`config.mk`:
```
export PLATFORM = sky130hd
export DESIGN_NAME = sc_buttondebouncer_flat
export DESIGN_NICKNAME = d
export VERILOG_FILES = /design/src/rtl/sc_buttondebouncer_pkg.sv /design/src/rtl/sc_buttondebouncer_if.sv /design/src/rtl/sc_debouncecell.sv /design/src/rtl/sc_buttondebouncer.sv /design/src/flat_wrapper.sv
export SDC_FILE = /design/constraint.sdc
export NUM_CORES = 1
export LEC_CHECK = 0
export ABC_CLOCK_PERIOD_IN_PS = 3000
export CAP_MARGIN = 10
export CORE_MARGIN = 4
export CORE_UTILIZATION = 30
export CTS_CLUSTER_DIAMETER = 30
export DETAILED_ROUTE_END_ITERATION = 8
export PLACE_DENSITY = 0.43
export SYNTH_ARGS = -nofsm -noshare
export SYNTH_HDL_FRONTEND = slang
export SYNTH_HIERARCHICAL = 1
export SYNTH_SLANG_ARGS = --single-unit
```
`constraint.sdc`:
```
create_clock -name SC_BUTTONDEBOUNCER_CLOCK_50 -period 3 [get_ports SC_BUTTONDEBOUNCER_CLOCK_50]
set_clock_uncertainty 0.05 [all_clocks]
set_input_delay 0.6 -clock SC_BUTTONDEBOUNCER_CLOCK_50 [delete_from_list [all_inputs] [get_ports SC_BUTTONDEBOUNCER_CLOCK_50]]
set_output_delay 0.6 -clock SC_BUTTONDEBOUNCER_CLOCK_50 [all_outputs]
set_load 0.01 [all_outputs]
```
`src/rtl/sc_buttondebouncer_pkg.sv`:
```
`default_nettype none
// ============================================================================
// Module      : sc_buttondebouncer_pkg
// Description : Shared types and constants for the push-button debouncer.
//               Optional feature macro: SC_BUTTONDEBOUNCER_PULSE_EN
// Revision    : 1.0 - initial release
// ============================================================================
package sc_buttondebouncer_pkg;

    // Per-cell debounce state. The encoding is fixed, so the values are explicit.
    typedef enum logic [1:0] {
        STABLE_RELEASED = 2'd0,
        WAIT_PRESS      = 2'd1,
        STABLE_PRESSED  = 2'd2,
        WAIT_RELEASE    = 2'd3
    } db_state_t;

    // 20 ms at 50 MHz
    localparam int DEBOUNCE_CYCLES_DEFAULT = 1000000;

    localparam int NUM_BUTTONS = 5;

    // Bit positions of each button in the packed press-pulse vector
    localparam int PULSE_START = 4;
    localparam int PULSE_UP    = 3;
    localparam int PULSE_DOWN  = 2;
    localparam int PULSE_LEFT  = 1;
    localparam int PULSE_RIGHT = 0;

    // Counter width that can hold every value from 0 to cycles inclusive
    function automatic int cnt_width(input int cycles);
        return $clog2(cycles + 1);
    endfunction

endpackage : sc_buttondebouncer_pkg
`default_nettype wire

```
`src/rtl/sc_buttondebouncer_if.sv`:
```
`default_nettype none
// ============================================================================
// Module      : sc_buttondebouncer_if
// Description : Raw active-low button inputs and debounced outputs of the
//               button conditioner. Optional macro: SC_BUTTONDEBOUNCER_PULSE_EN
// Revision    : 1.0 - initial release
// ============================================================================
interface sc_buttondebouncer_if;

    logic SC_BUTTONDEBOUNCER_startButton_InLow;
    logic SC_BUTTONDEBOUNCER_upButton_InLow;
    logic SC_BUTTONDEBOUNCER_downButton_InLow;
    logic SC_BUTTONDEBOUNCER_leftButton_InLow;
    logic SC_BUTTONDEBOUNCER_rightButton_InLow;

    logic SC_BUTTONDEBOUNCER_startButton_OutLow;
    logic SC_BUTTONDEBOUNCER_upButton_OutLow;
    logic SC_BUTTONDEBOUNCER_downButton_OutLow;
    logic SC_BUTTONDEBOUNCER_leftButton_OutLow;
    logic SC_BUTTONDEBOUNCER_rightButton_OutLow;

`ifdef SC_BUTTONDEBOUNCER_PULSE_EN
    logic [4:0] SC_BUTTONDEBOUNCER_pressPulse_Out;
`endif

    // Button source side: drives raw buttons, observes conditioned levels
    modport master (
        output SC_BUTTONDEBOUNCER_startButton_InLow,
        output SC_BUTTONDEBOUNCER_upButton_InLow,
        output SC_BUTTONDEBOUNCER_downButton_InLow,
        output SC_BUTTONDEBOUNCER_leftButton_InLow,
        output SC_BUTTONDEBOUNCER_rightButton_InLow,
        input  SC_BUTTONDEBOUNCER_startButton_OutLow,
        input  SC_BUTTONDEBOUNCER_upButton_OutLow,
        input  SC_BUTTONDEBOUNCER_downButton_OutLow,
        input  SC_BUTTONDEBOUNCER_leftButton_OutLow,
        input  SC_BUTTONDEBOUNCER_rightButton_OutLow
`ifdef SC_BUTTONDEBOUNCER_PULSE_EN
        ,
        input  SC_BUTTONDEBOUNCER_pressPulse_Out
`endif
    );

    // Debouncer side
    modport slave (
        input  SC_BUTTONDEBOUNCER_startButton_InLow,
        input  SC_BUTTONDEBOUNCER_upButton_InLow,
        input  SC_BUTTONDEBOUNCER_downButton_InLow,
        input  SC_BUTTONDEBOUNCER_leftButton_InLow,
        input  SC_BUTTONDEBOUNCER_rightButton_InLow,
        output SC_BUTTONDEBOUNCER_startButton_OutLow,
        output SC_BUTTONDEBOUNCER_upButton_OutLow,
        output SC_BUTTONDEBOUNCER_downButton_OutLow,
        output SC_BUTTONDEBOUNCER_leftButton_OutLow,
        output SC_BUTTONDEBOUNCER_rightButton_OutLow
`ifdef SC_BUTTONDEBOUNCER_PULSE_EN
        ,
        output SC_BUTTONDEBOUNCER_pressPulse_Out
`endif
    );

endinterface : sc_buttondebouncer_if
`default_nettype wire

```
`src/rtl/sc_debouncecell.sv`:
```
`default_nettype none
// ============================================================================
// Module      : sc_debouncecell
// Description : One button: two-flop synchronizer, stability counter, state
//               register and, with SC_BUTTONDEBOUNCER_PULSE_EN, a press pulse.
// Revision    : 1.0 - initial release
// ============================================================================
module sc_debouncecell
    import sc_buttondebouncer_pkg::*;
#(
    parameter int DEBOUNCE_CYCLES = DEBOUNCE_CYCLES_DEFAULT
) (
    input  wire logic clk,
    input  wire logic rst,
    input  wire logic raw_n,
    output logic      level_n
`ifdef SC_BUTTONDEBOUNCER_PULSE_EN
    ,
    output logic      press_pulse
`endif
);

    localparam int             CW      = cnt_width(DEBOUNCE_CYCLES);
    localparam logic [CW-1:0]  CNT_MAX = CW'(DEBOUNCE_CYCLES);
    localparam logic [CW-1:0]  CNT_ONE = CW'(1);

    logic          r_sync1;
    logic          r_sync2;
    db_state_t     r_state;
    db_state_t     w_state_nxt;
    logic [CW-1:0] r_cnt;
    logic [CW-1:0] w_cnt_nxt;
    logic          r_level;
    logic          w_level_nxt;

    always_ff @(posedge clk) begin
        if (rst) begin
            r_sync1 <= 1'b1;
            r_sync2 <= 1'b1;
            r_state <= STABLE_RELEASED;
            r_cnt   <= '0;
            r_level <= 1'b1;
        end else begin
            r_sync1 <= raw_n;
            r_sync2 <= r_sync1;
            r_state <= w_state_nxt;
            r_cnt   <= w_cnt_nxt;
            r_level <= w_level_nxt;
        end
    end

    // The counter only advances while below CNT_MAX, so it cannot wrap.
    always_comb begin
        w_state_nxt = r_state;
        w_cnt_nxt   = r_cnt;
        case (r_state)
            STABLE_RELEASED: begin
                if (!r_sync2) begin
                    w_state_nxt = WAIT_PRESS;
                    w_cnt_nxt   = CNT_ONE;
                end
            end
            WAIT_PRESS: begin
                if (r_sync2) begin
                    w_state_nxt = STABLE_RELEASED;
                    w_cnt_nxt   = '0;
                end else if (r_cnt == CNT_MAX) begin
                    w_state_nxt = STABLE_PRESSED;
                    w_cnt_nxt   = '0;
                end else begin
                    w_cnt_nxt   = r_cnt + CNT_ONE;
                end
            end
            STABLE_PRESSED: begin
                if (r_sync2) begin
                    w_state_nxt = WAIT_RELEASE;
                    w_cnt_nxt   = CNT_ONE;
                end
            end
            WAIT_RELEASE: begin
                if (!r_sync2) begin
                    w_state_nxt = STABLE_PRESSED;
                    w_cnt_nxt   = '0;
                end else if (r_cnt == CNT_MAX) begin
                    w_state_nxt = STABLE_RELEASED;
                    w_cnt_nxt   = '0;
                end else begin
                    w_cnt_nxt   = r_cnt + CNT_ONE;
                end
            end
            default: begin
                w_state_nxt = STABLE_RELEASED;
                w_cnt_nxt   = '0;
            end
        endcase
    end

    assign w_level_nxt = (w_state_nxt == STABLE_RELEASED) || (w_state_nxt == WAIT_PRESS);
    assign level_n     = r_level;

`ifdef SC_BUTTONDEBOUNCER_PULSE_EN
    logic r_pulse;

    // Fires on the same edge that drives the level low, so both appear together.
    always_ff @(posedge clk) begin
        if (rst) begin
            r_pulse <= 1'b0;
        end else begin
            r_pulse <= (r_state == WAIT_PRESS) && (w_state_nxt == STABLE_PRESSED);
        end
    end

    assign press_pulse = r_pulse;
`endif

endmodule : sc_debouncecell
`default_nettype wire

```
`src/rtl/sc_buttondebouncer.sv`:
```
`default_nettype none
// ============================================================================
// Module      : sc_buttondebouncer
// Description : Five independent debounce cells for start/up/down/left/right.
//               Optional macro: SC_BUTTONDEBOUNCER_PULSE_EN adds pressPulse_Out.
// Revision    : 1.0 - initial release
// ============================================================================
module sc_buttondebouncer
    import sc_buttondebouncer_pkg::*;
#(
    parameter int DEBOUNCE_CYCLES = DEBOUNCE_CYCLES_DEFAULT
) (
    input  wire logic            SC_BUTTONDEBOUNCER_CLOCK_50,
    input  wire logic            SC_BUTTONDEBOUNCER_RESET_InHigh,
    sc_buttondebouncer_if.slave  btn
);

    logic [NUM_BUTTONS-1:0] w_raw_n;
    logic [NUM_BUTTONS-1:0] w_level_n;
`ifdef SC_BUTTONDEBOUNCER_PULSE_EN
    logic [NUM_BUTTONS-1:0] w_pulse;
`endif

    assign w_raw_n[PULSE_START] = btn.SC_BUTTONDEBOUNCER_startButton_InLow;
    assign w_raw_n[PULSE_UP]    = btn.SC_BUTTONDEBOUNCER_upButton_InLow;
    assign w_raw_n[PULSE_DOWN]  = btn.SC_BUTTONDEBOUNCER_downButton_InLow;
    assign w_raw_n[PULSE_LEFT]  = btn.SC_BUTTONDEBOUNCER_leftButton_InLow;
    assign w_raw_n[PULSE_RIGHT] = btn.SC_BUTTONDEBOUNCER_rightButton_InLow;

    for (genvar gi = 0; gi < NUM_BUTTONS; gi++) begin : g_cell
        sc_debouncecell #(
            .DEBOUNCE_CYCLES (DEBOUNCE_CYCLES)
        ) u_cell (
            .clk         (SC_BUTTONDEBOUNCER_CLOCK_50),
            .rst         (SC_BUTTONDEBOUNCER_RESET_InHigh),
            .raw_n       (w_raw_n[gi]),
            .level_n     (w_level_n[gi])
`ifdef SC_BUTTONDEBOUNCER_PULSE_EN
            ,
            .press_pulse (w_pulse[gi])
`endif
        );
    end

    assign btn.SC_BUTTONDEBOUNCER_startButton_OutLow = w_level_n[PULSE_START];
    assign btn.SC_BUTTONDEBOUNCER_upButton_OutLow    = w_level_n[PULSE_UP];
    assign btn.SC_BUTTONDEBOUNCER_downButton_OutLow  = w_level_n[PULSE_DOWN];
    assign btn.SC_BUTTONDEBOUNCER_leftButton_OutLow  = w_level_n[PULSE_LEFT];
    assign btn.SC_BUTTONDEBOUNCER_rightButton_OutLow = w_level_n[PULSE_RIGHT];

`ifdef SC_BUTTONDEBOUNCER_PULSE_EN
    assign btn.SC_BUTTONDEBOUNCER_pressPulse_Out = w_pulse;
`endif

endmodule : sc_buttondebouncer
`default_nettype wire

```
`src/flat_wrapper.sv`:
```
// flat-port wrapper written by rule: the top's interface ports become plain ports
module sc_buttondebouncer_flat import sc_buttondebouncer_pkg::*;
#(
    parameter int DEBOUNCE_CYCLES = DEBOUNCE_CYCLES_DEFAULT
)
  (SC_BUTTONDEBOUNCER_CLOCK_50, SC_BUTTONDEBOUNCER_RESET_InHigh, btn_SC_BUTTONDEBOUNCER_startButton_InLow, btn_SC_BUTTONDEBOUNCER_upButton_InLow, btn_SC_BUTTONDEBOUNCER_downButton_InLow, btn_SC_BUTTONDEBOUNCER_leftButton_InLow, btn_SC_BUTTONDEBOUNCER_rightButton_InLow, btn_SC_BUTTONDEBOUNCER_startButton_OutLow, btn_SC_BUTTONDEBOUNCER_upButton_OutLow, btn_SC_BUTTONDEBOUNCER_downButton_OutLow, btn_SC_BUTTONDEBOUNCER_leftButton_OutLow, btn_SC_BUTTONDEBOUNCER_rightButton_OutLow);
  sc_buttondebouncer_if btn_i ();
  input  wire logic SC_BUTTONDEBOUNCER_CLOCK_50;
  input  wire logic SC_BUTTONDEBOUNCER_RESET_InHigh;
  input wire logic [$bits(btn_i.SC_BUTTONDEBOUNCER_startButton_InLow)-1:0] btn_SC_BUTTONDEBOUNCER_startButton_InLow;
  input wire logic [$bits(btn_i.SC_BUTTONDEBOUNCER_upButton_InLow)-1:0] btn_SC_BUTTONDEBOUNCER_upButton_InLow;
  input wire logic [$bits(btn_i.SC_BUTTONDEBOUNCER_downButton_InLow)-1:0] btn_SC_BUTTONDEBOUNCER_downButton_InLow;
  input wire logic [$bits(btn_i.SC_BUTTONDEBOUNCER_leftButton_InLow)-1:0] btn_SC_BUTTONDEBOUNCER_leftButton_InLow;
  input wire logic [$bits(btn_i.SC_BUTTONDEBOUNCER_rightButton_InLow)-1:0] btn_SC_BUTTONDEBOUNCER_rightButton_InLow;
  output wire logic [$bits(btn_i.SC_BUTTONDEBOUNCER_startButton_OutLow)-1:0] btn_SC_BUTTONDEBOUNCER_startButton_OutLow;
  output wire logic [$bits(btn_i.SC_BUTTONDEBOUNCER_upButton_OutLow)-1:0] btn_SC_BUTTONDEBOUNCER_upButton_OutLow;
  output wire logic [$bits(btn_i.SC_BUTTONDEBOUNCER_downButton_OutLow)-1:0] btn_SC_BUTTONDEBOUNCER_downButton_OutLow;
  output wire logic [$bits(btn_i.SC_BUTTONDEBOUNCER_leftButton_OutLow)-1:0] btn_SC_BUTTONDEBOUNCER_leftButton_OutLow;
  output wire logic [$bits(btn_i.SC_BUTTONDEBOUNCER_rightButton_OutLow)-1:0] btn_SC_BUTTONDEBOUNCER_rightButton_OutLow;
  assign btn_i.SC_BUTTONDEBOUNCER_startButton_InLow = btn_SC_BUTTONDEBOUNCER_startButton_InLow;
  assign btn_i.SC_BUTTONDEBOUNCER_upButton_InLow = btn_SC_BUTTONDEBOUNCER_upButton_InLow;
  assign btn_i.SC_BUTTONDEBOUNCER_downButton_InLow = btn_SC_BUTTONDEBOUNCER_downButton_InLow;
  assign btn_i.SC_BUTTONDEBOUNCER_leftButton_InLow = btn_SC_BUTTONDEBOUNCER_leftButton_InLow;
  assign btn_i.SC_BUTTONDEBOUNCER_rightButton_InLow = btn_SC_BUTTONDEBOUNCER_rightButton_InLow;
  assign btn_SC_BUTTONDEBOUNCER_startButton_OutLow = btn_i.SC_BUTTONDEBOUNCER_startButton_OutLow;
  assign btn_SC_BUTTONDEBOUNCER_upButton_OutLow = btn_i.SC_BUTTONDEBOUNCER_upButton_OutLow;
  assign btn_SC_BUTTONDEBOUNCER_downButton_OutLow = btn_i.SC_BUTTONDEBOUNCER_downButton_OutLow;
  assign btn_SC_BUTTONDEBOUNCER_leftButton_OutLow = btn_i.SC_BUTTONDEBOUNCER_leftButton_OutLow;
  assign btn_SC_BUTTONDEBOUNCER_rightButton_OutLow = btn_i.SC_BUTTONDEBOUNCER_rightButton_OutLow;
  sc_buttondebouncer #(.DEBOUNCE_CYCLES(DEBOUNCE_CYCLES)) u_core (.SC_BUTTONDEBOUNCER_CLOCK_50(SC_BUTTONDEBOUNCER_CLOCK_50), .SC_BUTTONDEBOUNCER_RESET_InHigh(SC_BUTTONDEBOUNCER_RESET_InHigh), .btn(btn_i));
endmodule
```
# Word-level counts from Yosys, hierarchy flattened
# Cells that the tools add are included.
# classes
n_reduce_logical	20
eq_ne	35
n_addsub	5
mux	65
# ops
operator	n
20-bit 2-to-1 mux	25
20-bit case mux with 4 select lines	5
20-bit by 1-bit adder with 20-bit output, second input constant	5
20-bit equality test, second input constant	5
2-bit 2-to-1 mux	30
2-bit case mux with 4 select lines	5
2-bit by 1-bit equality test with 1-bit output, second input constant	10
2-bit equality test, second input constant	10
2-bit zero test	10
2-bit inequality test, second input constant	10
2-bit AND reduction	5
1-bit logical OR	5
# word_totals
register_bits	125
input_bits	7
out_inout_bits	5
word_cells	150

# Longest topological paths before layout
# logic_depth
word_depth	6
depth_mapped	8
depth_no_buf	7

# By module
# The synthesis kept the hierarchy.
# by_module_without_submodules
mod	area_per_inst_um2	cells_each	seq_area_each_um2	instances
sc_debouncecell at u_core.g_cell[0].u_cell ...	1376.3	169	500.5	4
sc_debouncecell at u_core.g_cell[4].u_cell	1358.8	168	500.5	1

# Worst setup path after synthesis
# OpenSTA, ideal clock, no wires.
# synth_timing
path_kind	reg2reg
from	register u_core.g_cell[4].u_cell.r_cnt[10]
to	register u_core.g_cell[4].u_cell.r_cnt[19]
setup_ps	122
t_arrival_ps	1782
t_required_ps	2828
path_stages_with_launch	6
synth_period_minus_slack_ps	1954
n_path_buf	1
setup_slack_ps	1046
cell_sequence	dfxtp_1 > or4_4 > nor4_4 > a21oi_2 > buf_6 > a221o_1
# synth_between
elab_chain_cells	4
elab_cells_between_ends	6
cone_classes	1 x add/sub; 1 x eq/ne; 4 x mux
# synth_lines
element	line	text
from (decl)	sc_debouncecell.sv:31	logic [CW-1:0] r_cnt;
from (signal assigned)	sc_debouncecell.sv:47	r_cnt <= w_cnt_nxt;
20-bit by 1-bit adder with 20-bit output / 20-bit equality test (equally long branches)	-	
20-bit 2-to-1 mux (*)	sc_debouncecell.sv:67, sc_debouncecell.sv:84	
20-bit 2-to-1 mux, on equally long branches	sc_debouncecell.sv:81, sc_debouncecell.sv:64	
20-bit case mux with 4 select lines (*)	sc_debouncecell.sv:56	case (r_state)
# Every way passes the cells marked *; elsewhere a longest branch is shown, timed or not.
# A chain may end at the register's enable or synchronous reset.

# Worst setup path after layout
# layout_timing
from	register u_core.g_cell[4].u_cell.r_cnt[10]
to	register u_core.g_cell[4].u_cell.r_cnt[12]
# Same word-level chain as after synthesis.

==> reports/qor.csv <==
metric;value;unit
status;completed;
Post-CTS Hold Buffers;0;
Post-Route Setup TNS;0;ps
placed cells;1113;
Synth async-reset ratio;0;%
post-CTS setup buffer count;0;
clock latency of the later-clocked register in the worst-skew pair;410;ps
path category of the worst min-delay check;reg2reg;
post-synthesis register bit count;125;
Final Slew Violations;0;
number of max-cap violations;0;
P per Cell Area;513;nW/um2
Hold Fails Final Rpt;0;
drt drc;0;
IO Port Bufs;11;
tightest slew margin relative to the limit;48.4;%
leakage component of the power;2.66;nW
Final Net Count;864;
startpoint-to-endpoint class of the critical path;reg2reg;
Yosys warning total;6;
Top delay family on crit path;simple AND/OR/NAND/NOR gates;
primary flip-flop cell chosen by synthesis mapping;dfxtp_1;
overall power;3.99;mW
crit path max fanout;16;
count of flip-flops with a built-in enable after synthesis;0;
total gr overflow;0;
Worst Tran Pin Value;766;ps
largest stage delay on the critical path;570;ps
Detailed Place HPWL;11200;um
Clk pin slew, worst setup/hold paths;50;ps
sequential share of the synthesized area;36.5;%
startpoint types;flip-flop;
final worst-path cycle share;74.2;%
post-place instance area;7170;um2
post-synthesis cell count;844;
clock sink count;125;
Combinational Power Share;3.4;%
via density per instance;5.15;
initial DRC count;287;
detail-routed net length per standard cell;14.1;um
highest clock rate;449;MHz
Max rail drop VDD;0.305;mV
area of the die;25400;um2
list of cells traversed by the critical path;or4_4 -> nor4_4 -> a21oi_2 -> and3_1 -> a221o_2;
minimum period implied by the final worst setup slack;2230;ps
clock buffers created by TritonCTS;17;
crit path DAT;2470;ps
maximum level of the CTS H-tree;4;
post-layout instance count excluding filler cells;1145;
width of the die;159;um
overall routed net length;16200;um
proportion of layout cells with a drive suffix above 1;10.0;%
crit path capture type;flip-flop;
synthesized cell area;6860;um2
antenna violations before repair;0;
Clock Path Buffers;2;
number of distinct library cell variants in the gate-level netlist after synthesis;56;
Max stage delay cell, worst path;or4_4;
reported net switching power;0.836;mW
RD Place Congestion;0.792;
Post-CTS Resized;0;
vertical extent of the die;159;um
clock tree root driver cell;clkbuf_16;
GRT Overall Usage;13.0;%
clock power share;54.4;%
footprint of the multi-input gates;4000;um2
growth of design area from synthesis to finish;13.3;%
clock tree from TritonCTS;done;
core area;22600;um2
Sequential Power Share;42.2;%
I/O pin count;12;
drt pass-1 iters;5;
# diodes;0;
cell-internal power;3.15;mW
Post-Synthesis Net Count;861;
number of global-route vias before repair;5432;
unrepaired setup endpoints after global routing;no;
number of placement rows;55;
Non-Filler Cell Area, Final;7780;um2
wire length of the first global-routing pass;27700;um
number of buffers and inverters on the critical path;0;
switching power share of the total;21.0;%
area taken by flip-flops and latches;2500;um2
via count;5899;
post-detailed-route count of antenna-violating nets;0;
count of final setup violators;0;
required time of the critical path;3240;ps
Initial Util;30.4;%
maximum number of pins on one net before global-route repair;62;
post-synthesis average cell area;8.13;um2
number of filler cells placed in the layout;2352;
sequential cells by signal (all words and copies together), names as in the netlist:
name                          flops
u_core/g_cell.u_cell/level_n      5
u_core/g_cell.u_cell/r_cnt      100
u_core/g_cell.u_cell/r_state     10
u_core/g_cell.u_cell/r_sync1      5
u_core/g_cell.u_cell/r_sync2      5
path summary, 6_finish.rpt:
| path | from | end | slack (ps) | depth (start not counted) |
|---|---|---|---|---|
| min reg2reg | u_core/g_cell[4].u_cell/r_sync1$_SDFF_PP1_ | u_core/g_cell[4].u_cell/r_sync2$_SDFF_PP1_ | 360 | 1 |
| max | u_core/g_cell[4].u_cell/r_cnt[10]$_SDFFE_PP0P_ | u_core/g_cell[4].u_cell/r_cnt[12]$_SDFFE_PP0P_ | 770 | 5 |
| min | u_core/g_cell[4].u_cell/r_sync1$_SDFF_PP1_ | u_core/g_cell[4].u_cell/r_sync2$_SDFF_PP1_ | 360 | 1 |
| max reg2reg | u_core/g_cell[4].u_cell/r_cnt[10]$_SDFFE_PP0P_ | u_core/g_cell[4].u_cell/r_cnt[12]$_SDFFE_PP0P_ | 770 | 5 |
kinds of logic (layout without fill, tap and decap cells):
family | after synthesis | in the layout | share of synthesized area, %
compound gates | 156 | 156 | 14.2
xor+xnor | 10 | 10 | 1.71
flops | 125 | 125 | 36.5
simple gates | 442 | 442 | 36.3
fa+ha+maj | 10 | 10 | 1.82
buf+inv | 72 | 88 | 5.29
mux | 29 | 29 | 4.23
cells in the final DEF (no fill, tap or decap), types with 28 or more instances in the layout:
cell     Yosys  layout
a21oi_1     60      60
dfxtp_1    125     125
inv_1       36      36
mux2i_1     29      29
nand2_1     71      71
nand3_1     47      47
nand4_1     35      35
nor2_1      88      88
nor3_1      28      28
o21ai_0     52      52
per-layer routing:
metal / vias up / wire length, um / GRT usage [%]
met5: - / 0 / 0
met4: 0 / 187 / 4.65
met3: 17 / 405 / 2.36
met2: 61 / 7350 / 20.6
met1: 2734 / 8240 / 17.8
li1: 3087 / - / -
cells in the mapped netlist, types with 8 or more instances:
| cell type | count | area share (%) |
|---|---|---|
| nor3_1 | 28 | 2.0 |
| or3_1 | 8 | 0.73 |
| nor4_1 | 26 | 2.4 |
| mux2i_1 | 29 | 4.2 |
| nor2b_1 | 13 | 1.2 |
| nand4_1 | 35 | 3.2 |
| nand3_1 | 47 | 3.4 |
| inv_1 | 36 | 2.0 |
| and4b_1 | 12 | 1.7 |
| ha_1 | 10 | 1.8 |
| and2_1 | 8 | 0.73 |
| o21ai_0 | 52 | 3.8 |
| nor2_1 | 88 | 4.8 |
| a21oi_1 | 60 | 4.4 |
| nand2_1 | 71 | 3.9 |
| a311oi_1 | 16 | 2.0 |
| nand2b_1 | 19 | 1.7 |
| buf_4 | 20 | 2.2 |
| and3_1 | 21 | 1.9 |
| or2_2 | 12 | 1.1 |
| dfxtp_1 | 125 | 36 |
power groups by stage:
| stage | registers (mW) | logic [mW] | clock network [mW] |
|---|---|---|---|
| floorplan | 1.72 | 0.0987 | 0 |
| global placement | 1.72 | 0.137 | 0 |
| detailed placement | 1.72 | 0.136 | 0 |
| CTS | 1.68 | 0.137 | 2.24 |
| global route | 1.68 | 0.152 | 2.30 |
| finish | 1.68 | 0.134 | 2.17 |
stage by stage:
stage / hold slack, ps / utilization (%) / setup WS, ps
3_5_place_dp: 351 / 31.8 / 778
2_1_floorplan: 339 / - / 1050
6_report: 358 / 34.5 / 773
4_1_cts: 364 / 34.5 / 763
3_3_place_gp: 343 / 31.8 / 786
5_1_grt: 374 / 34.5 / 595
final cells by class:
cell class | instances | area share, %
Clock buffer | 25 | 6.11
Clock inverter | 7 | 1.74
Inverter | 36 | 1.74
Multi-Input combinational cell | 647 | 51.4
Sequential cell | 125 | 32.2
Tap cell | 285 | 4.58
Timing Repair Buffer | 20 | 2.25
No activity file was read; power rests on OpenSTA's default activity.
